`src/rtl/branch_pkg.sv`:
```
// Shared definitions for the branch predictor and execute-stage resolver:
// 2-bit counter states, counter update helper and branch func3 encodings.
package branch_pkg;

    localparam logic [1:0] SNT = 2'b00;
    localparam logic [1:0] WNT = 2'b01;
    localparam logic [1:0] WT  = 2'b10;
    localparam logic [1:0] ST  = 2'b11;

    localparam logic [1:0] CTR_RESET = WNT;

    // Conditional-branch func3 encodings used by the resolver.
    typedef enum logic [2:0] {
        BrBeq  = 3'b000,
        BrBne  = 3'b001,
        BrBlt  = 3'b100,
        BrBge  = 3'b101,
        BrBltu = 3'b110,
        BrBgeu = 3'b111
    } branch_func3_e;

    function automatic logic [1:0] sat_update(input logic [1:0] counter, input logic taken);
        if (taken) begin
            return (counter == ST) ? ST : counter + 2'd1;
        end
        return (counter == SNT) ? SNT : counter - 2'd1;
    endfunction

endpackage

```
`src/rtl/sat_counter_stat.sv`:
```
// Saturating statistics counter: counts enabled cycles, holds at all-ones.
module sat_counter_stat #(
    parameter int unsigned CNT_W = 32
) (
    input  logic             clk,
    input  logic             rst_n,
    input  logic             inc,
    output logic [CNT_W-1:0] count
);

    logic [CNT_W-1:0] count_q;

    always_ff @(posedge clk) begin
        if (!rst_n) begin
            count_q <= '0;
        end else if (inc && (count_q != '1)) begin
            count_q <= count_q + CNT_W'(1);
        end
    end

    assign count = count_q;

endmodule

```
`src/rtl/branch_predictor.sv`:
```
// Bimodal 2-bit-counter branch direction predictor with branch/mispredict stats.
// Define GSHARE_EN to XOR the PC index with a resolved-outcome global history.
module branch_predictor
    import branch_pkg::*;
#(
    parameter int unsigned INDEX_BITS = 6,
    parameter int unsigned PC_W       = 32,
    parameter int unsigned CNT_W      = 32
) (
    input  logic                  clk,
    input  logic                  rst_n,
    input  logic [PC_W-1:0]       if_pc,
    output logic                  pred_taken,
    output logic [INDEX_BITS-1:0] pred_index,
    input  logic                  upd_valid,
    input  logic [INDEX_BITS-1:0] upd_index,
    input  logic                  upd_pred_taken,
    input  logic                  upd_mispredict,
    output logic [CNT_W-1:0]      stat_branches,
    output logic [CNT_W-1:0]      stat_mispredicts
);

    localparam int unsigned ENTRIES = 1 << INDEX_BITS;

    logic [1:0]            tbl_q [ENTRIES];
    logic [INDEX_BITS-1:0] pc_index;
    logic                  actual;
    logic                  unused_pc;

    assign pc_index  = if_pc[INDEX_BITS+1:2];
    assign unused_pc = ^{if_pc[PC_W-1:INDEX_BITS+2], if_pc[1:0]};
    assign actual    = upd_pred_taken ^ upd_mispredict;

`ifdef GSHARE_EN
    logic [INDEX_BITS-1:0] ghr_q;

    // History only advances on resolved branches, so no repair is needed.
    always_ff @(posedge clk) begin
        if (!rst_n) begin
            ghr_q <= '0;
        end else if (upd_valid) begin
            ghr_q <= {ghr_q[INDEX_BITS-2:0], actual};
        end
    end

    assign pred_index = pc_index ^ ghr_q;
`else
    assign pred_index = pc_index;
`endif

    // Read is combinational off the registered table, so a same-cycle update is
    // only visible on the following cycle.
    assign pred_taken = tbl_q[pred_index][1];

    always_ff @(posedge clk) begin
        if (!rst_n) begin
            for (int i = 0; i < ENTRIES; i++) begin
                tbl_q[i] <= CTR_RESET;
            end
        end else if (upd_valid) begin
            tbl_q[upd_index] <= sat_update(tbl_q[upd_index], actual);
        end
    end

    sat_counter_stat #(
        .CNT_W (CNT_W)
    ) u_stat_branches (
        .clk   (clk),
        .rst_n (rst_n),
        .inc   (upd_valid),
        .count (stat_branches)
    );

    sat_counter_stat #(
        .CNT_W (CNT_W)
    ) u_stat_mispredicts (
        .clk   (clk),
        .rst_n (rst_n),
        .inc   (upd_valid & upd_mispredict),
        .count (stat_mispredicts)
    );

endmodule

```
`config.mk`:
```
export PLATFORM = sky130hd
export DESIGN_NAME = branch_predictor
export DESIGN_NICKNAME = d
export VERILOG_FILES = /design/src/rtl/branch_pkg.sv /design/src/rtl/sat_counter_stat.sv /design/src/rtl/branch_predictor.sv
export SDC_FILE = /design/constraint.sdc
export NUM_CORES = 1
export LEC_CHECK = 0
export ABC_AREA = 1
export ABC_CLOCK_PERIOD_IN_PS = 2500
export CAP_MARGIN = 5
export CORE_ASPECT_RATIO = 1.5
export CORE_MARGIN = 2
export CORE_UTILIZATION = 58
export CTS_BUF_LIST = sky130_fd_sc_hd__clkbuf_16
export DETAILED_ROUTE_END_ITERATION = 16
export PLACE_DENSITY = 0.88
export SYNTH_ARGS = -nofsm -noshare
export SYNTH_HDL_FRONTEND = slang
export SYNTH_SLANG_ARGS = --single-unit
```
`constraint.sdc`:
```
create_clock -name clk -period 2.5 [get_ports clk]
set_input_delay 0.25 -clock clk [delete_from_list [all_inputs] [get_ports clk]]
set_output_delay 0.25 -clock clk [all_outputs]
set_load 0.02 [all_outputs]
```
==> results of run 1 <==
worst max-delay path, cell delays in order:
cell	delay (ns)
clkdlybuf4s50_1	0.49
buf_4	0.15
buf_12	0.14
o21ai_0	0.08
o22ai_1	0.15
inv_1	0.07
nand2_1	0.06
o211ai_1	0.12
nand3_1	0.11
nand3_1	0.07
nand2_1	0.08
dlygate4sd2_1	0.33
metrics by stage:
step | instances | area (sq um)
finish | 1987 | 13300
global route | 1987 | 13300
CTS | 1987 | 13300
detailed placement | 1955 | 12700
global placement | 1955 | 12700
floorplan | 1611 | 11200
power by group:
part / switching [mW] / total, mW / internal (mW)
combinational: 0.607 / 0.943 / 0.337
sequential: 0.0395 / 3.47 / 3.43
clock: 1.29 / 2.59 / 1.30
sequential cells by signal (all words and copies together) (netlist names):
signal,cells
tbl_q,128
u_stat_mispredicts.count,32
u_stat_branches.count,32
synthesized netlist by cell type (all sizes together):
cell type and number:
nor4 4, buf 44, o31ai 1, clkinv 2
edfxtp 128, dfxtp 64, nor3 43, inv 188
a31oi 2, o21bai 1, o22ai 6, or2 5
nand4 12, nand2 594, o221ai 2, a21oi 43
nor2 274, clkbuf 27, nand3 59, nor3b 4
and3 2, nand3b 1, o21ai 69, ha 2
xor2 11, o211ai 12, and2 1, xnor2 10
worst paths after layout:
check	from	end	depth (start not counted)
max	if_pc[3]	pred_taken	12
min	rst_n	u_stat_branches.count[5]	4
max reg2reg	u_stat_branches.count[0]	u_stat_branches.count[11]	12
min reg2reg	u_stat_branches.count[16]	u_stat_branches.count[16]	2
timing repair:
item / 4_1_cts / 5_1_grt
setup endpoints to repair: 1 / 35
resized for setup: 1 / 4
hold endpoints to repair: 0 / 0
area by class of cell:
class | count | area [sq um] | area share (%)
flip-flops and latches | 192 | 5120 | 38.6
multi-input cells | 1158 | 4920 | 37.1
repair buffers | 159 | 1620 | 12.2
inverters | 190 | 717 | 5.40
clock buffers | 17 | 425 | 3.21
well taps | 256 | 320 | 2.41
clock inverters | 15 | 136 | 1.03
per-layer routing:
layer	vias up	track usage [%]
met3	140	5.63
li1	5284	-
met5	-	0
met4	0	18.5
met2	560	53.8
met1	4943	33.6
cell families (layout without fill, tap and decap cells):
logic type               Yosys count  in the layout  share of synthesized area, %
XOR/XNOR                          21             21                          1.65
AND/OR/NAND/NOR                  999            999                          35.7
flip-flops                       192            192                          45.9
AO/OA/AOI/OAI                    136            136                          6.57
buffers and inverters            261            381                          9.95
adder cells (fa/ha/maj)            2              2                         0.224
==> run metrics, run 1 <==
routed vias/inst=5.50; Sink Count=192; DP HPWL=21,700 microns; CTS root buffer=clkbuf_16; DRC viols=0; drt pass-1 iters=7; Initial DRC Count=1,159; maxcap violations=0; Initial Util=58.7%; CP Launch Type=input pin; pin count of the biggest net entering global routing=65; Synthesized Nets=1,656; period utilisation layout=94.2%; Ant. Diodes=0; initial antenna violation count=0; io pins=114; Die Wd=117 microns; setup tns final=0 ns; Rel. slew slack=50.7%; Num CTS Buffers=17; final worst slack=0.144 ns; Peak VDD IR=391 uV; Finish-stage setup viols=0; Leak=5.15 nW; min-delay worst type=in2reg; Final Slew Violations=0; synthesized flop and latch total=192; critical path type=in2out; area grow syn2layout=18.9%; RSZ-0062 raised after global routing=yes; commonest non-fill, non-tap cell in the layout=nand2_1; number of placement rows=62; WL final=30,600 microns; Bufs on Longest Clock Path=2; Placer Congestion=0.997; CP max FO=15; Global Route Usage Sum=30.8%; total power=7.00 mW; Critical Path AT=2.11 ns; final hold violations=0; sequential share of the synthesized area=45.9%; Finished Core Util=69.8%; Power Dens Cells=528 nW/um^2; WL met2=15,700 microns; Synth cell types=38; M1 WL=10,700 microns; highest metal used=met4; minimum clock period=2.36 ns; status=finished clean; post-synth top area share=34.4%; routed wl met3=2410 microns; total gr overflow=0; Hold Buf Count CTS=0; Routed Antenna Nets=0; PortBufs=87; crit path capture type=output pin; setup bufs post-CTS=0; Mean Syn Cell Area=6.93 sq um; synth warn=0; first-pass GRT wire length=48,900 microns; Worst R2R Setup Slack=0.26 ns; wire per inst=15.4 microns; Hold Slack=0.353 ns; cell taking the most area after synthesis=edfxtp_1; share of layout cells above drive strength 1=6.76%; fin nets=1,763; Fillers=1,523; Data required, critical path=2.25 ns; fmax=424 MHz; CTS H-tree lvls=4; chip height=174 microns; die footprint=20,400 sq um; Final Skew=0.00943 ns; vias in the first global route=10.5k; Worst-path clk slew=0.07 ns; worst slew pin tran=0.740 ns; most frequent cells in the layout=591 x nand2_1, 273 x nor2_1, 185 x inv_1, 128 x edfxtp_1, 81 x clkdlybuf4s50_1; vias after detailed routing=10.9k; DP Worst Slack=-0.275 ns; latest clock arrival within the worst-skew pair=0.45 ns; Mapped Cells=1,611; Synth Cell Area=11,200 sq um; largest cells by area after synthesis=edfxtp_1 34%, nand2_1 20%, dfxtp_1 11%; CTS tree=yes; core area=19,000 sq um
(Power assumes the default switching activity.)
==> run 2: changes to the inputs <==
--- a/config.mk
+++ b/config.mk
@@ -13,7 +13,7 @@
 export CORE_UTILIZATION = 58
 export CTS_BUF_LIST = sky130_fd_sc_hd__clkbuf_16
 export DETAILED_ROUTE_END_ITERATION = 16
-export PLACE_DENSITY = 0.88
+export PLACE_DENSITY = 0.81
 export SYNTH_ARGS = -nofsm -noshare
 export SYNTH_HDL_FRONTEND = slang
 export SYNTH_SLANG_ARGS = --single-unit
==> run 2 against run 1 <==
  * First-iteration DRC count shrank 27%
  * Clock skew grew 0.0054 ns
  * Largest power group unchanged
  * Core utilization is essentially flat
  * Sequential cell count is the same
  * Critical path depth shrank 5
  * Largest cell class unchanged
  * Clock-buffer cell count grew 2
  * Critical path type is now reg2out
  * Sequential power is essentially flat
  * Register-to-register slack is essentially flat
  * Hold slack lost 0.019 ns
  * Critical endpoint unchanged
  * Die area is the same
==> run metrics, run 2 (synthesis results as in run 1) <==
DRC viols=0; Global Route Usage Sum=30.8%; CP Launch Type=register; Reg2Reg Capture Point=u_stat_branches.count[11]; Fillers=1,563; commonest non-fill, non-tap cell in the layout=nand2_1; Initial DRC Count=851; Routed Antenna Nets=0; status=finished clean; io pins=114; drt pass-1 iters=5; Rel. slew slack=44.4%; CP max FO=2; most frequent cells in the layout=591 x nand2_1, 273 x nor2_1, 189 x inv_1, 128 x edfxtp_1, 82 x clkdlybuf4s50_1; R2R Path Start=u_stat_branches.count[0]; maxcap violations=0; setup bufs post-CTS=0; final hold violations=0; Power Dens Cells=535 nW/um^2; PortBufs=87; Num CTS Buffers=17; DP HPWL=21,600 microns; total gr overflow=0; r2r worst-path depth=12; die footprint=20,400 sq um; Top Usage Layer GRT=met2; first-pass GRT wire length=48,800 microns; Placement Cell Area=12,700 sq um; Bufs on Longest Clock Path=2; grt met1 use=35.0%; crit path capture type=output pin; Worst-path clk slew=0.07 ns; Worst R2R Setup Slack=0.26 ns; chip height=174 microns; Critical Path AT=2.02 ns; Hold Slack=0.334 ns; Final Slew Violations=0; vias after detailed routing=10.8k; core area=19,000 sq um; Leak=5.17 nW; Hold EP=u_stat_branches.count[2]; Final Skew=0.0148 ns; RSZ-0062 raised after global routing=no; worst slew pin tran=0.833 ns; critical path type=reg2out; min-delay worst type=in2reg; met2 global-route usage=53.6%; Peak VDD IR=441 uV; area grow syn2layout=18.9%; CTS H-tree lvls=4; number of flip-flops in the largest register=128; number of placement rows=62; vias in the first global route=10.4k; hold path depth=4; pin count of the biggest net entering global routing=73; minimum clock period=2.27 ns; Hold Buf Count CTS=0; latest clock arrival within the worst-skew pair=0.44 ns; Placer Congestion=0.927; wire per inst=15.1 microns; CTS root buffer=clkbuf_16; Ant. Diodes=0; Biggest register=tbl_q; CTS tree=yes; routed vias/inst=5.41; GR met3 Demand/Resource=5.28%; setup tns final=0 ns; Finish-stage setup viols=0; initial antenna violation count=0; final instance area=13,300 sq um; Initial Util=58.7%; fin nets=1,765; Die Wd=117 microns; period utilisation layout=91.0%; WL final=30,100 microns; share of layout cells above drive strength 1=6.81%; Sink Count=192; fmax=440 MHz; hold_sp=rst_n; Data required, critical path=2.25 ns
[run 2: cell types whose count changed in the layout (fill, tap and decap cells not counted), sizes merged, moves of 2 or more]
cell,change
buf,+2
inv,+5
clkinv,-4
clkinvlp,-4
clkbuf,+2
[run 2: what timing repair did]
action                                  CTS  global route
gates resized for setup                   3             6
pin swaps                                 0             2
endpoints found under the setup margin    1             3
[run 2: final cells by class]
cell class | instances | area (sq um) | area share, %
clock buffers | 19 | 475 | 3.58
clock inverters | 13 | 108 | 0.811
inverters | 190 | 717 | 5.41
multi-input cells | 1158 | 4930 | 37.2
flip-flops and latches | 192 | 5120 | 38.6
well taps | 256 | 320 | 2.41
repair buffers | 161 | 1580 | 11.9
[run 2: routing by layer]
metal | up-vias | routed length, microns
li1 | 5267 | -
met1 | 4938 | 11100
met2 | 452 | 15700
met3 | 107 | 1970
met4 | 0 | 1420
met5 | - | 0
[run 2: worst max-delay path by stage]
stage                             startpoint                        end  slack, ns  cells after the start
floorplan           u_stat_branches.count[1]  u_stat_branches.count[13]       0.52                     11
global placement                upd_index[1]               tbl_q[35][1]      -0.11                     16
detailed placement              upd_index[1]               tbl_q[37][0]      -0.14                     16
CTS                                 if_pc[2]                 pred_taken       0.11                     11
global route        u_stat_branches.count[0]  u_stat_branches.count[11]       0.01                     12
finish                          tbl_q[34][1]                 pred_taken       0.23                      7
[run 2: per-stage QoR]
| step | std cells | utilization (%) | setup slack (ns) | total power [mW] |
|---|---|---|---|---|
| detailed placement | 1957 | 66.6 | -0.136 | 4.46 |
| CTS | 1989 | 69.7 | 0.107 | 7.11 |
| global route | 1989 | 69.8 | 0.0117 | 7.33 |
| floorplan | 1611 | - | 0.523 | 4.12 |
| global placement | 1957 | 66.6 | -0.108 | 4.45 |
| finish | 1989 | 69.8 | 0.226 | 7.10 |
[run 2: power breakdown]
group / total, mW / internal [mW] / leakage [nW] / switching, mW
Sequential: 3.47 / 3.43 / 1.66 / 0.0351
Clock: 2.69 / 1.49 / 0.298 / 1.20
Combinational: 0.945 / 0.339 / 3.21 / 0.607
Total: 7.10 / 5.26 / 5.17 / 1.84
[run 2: worst max-delay path, cell delays in order, from the launching register on]
cell and delay [ns]:
edfxtp_1 0.37, o21ai_0 0.19, o21ai_0 0.11, o211ai_1 0.28, nand3_1 0.17, nand3_1 0.11, nand2_1 0.05, dlygate4sd2_1 0.31
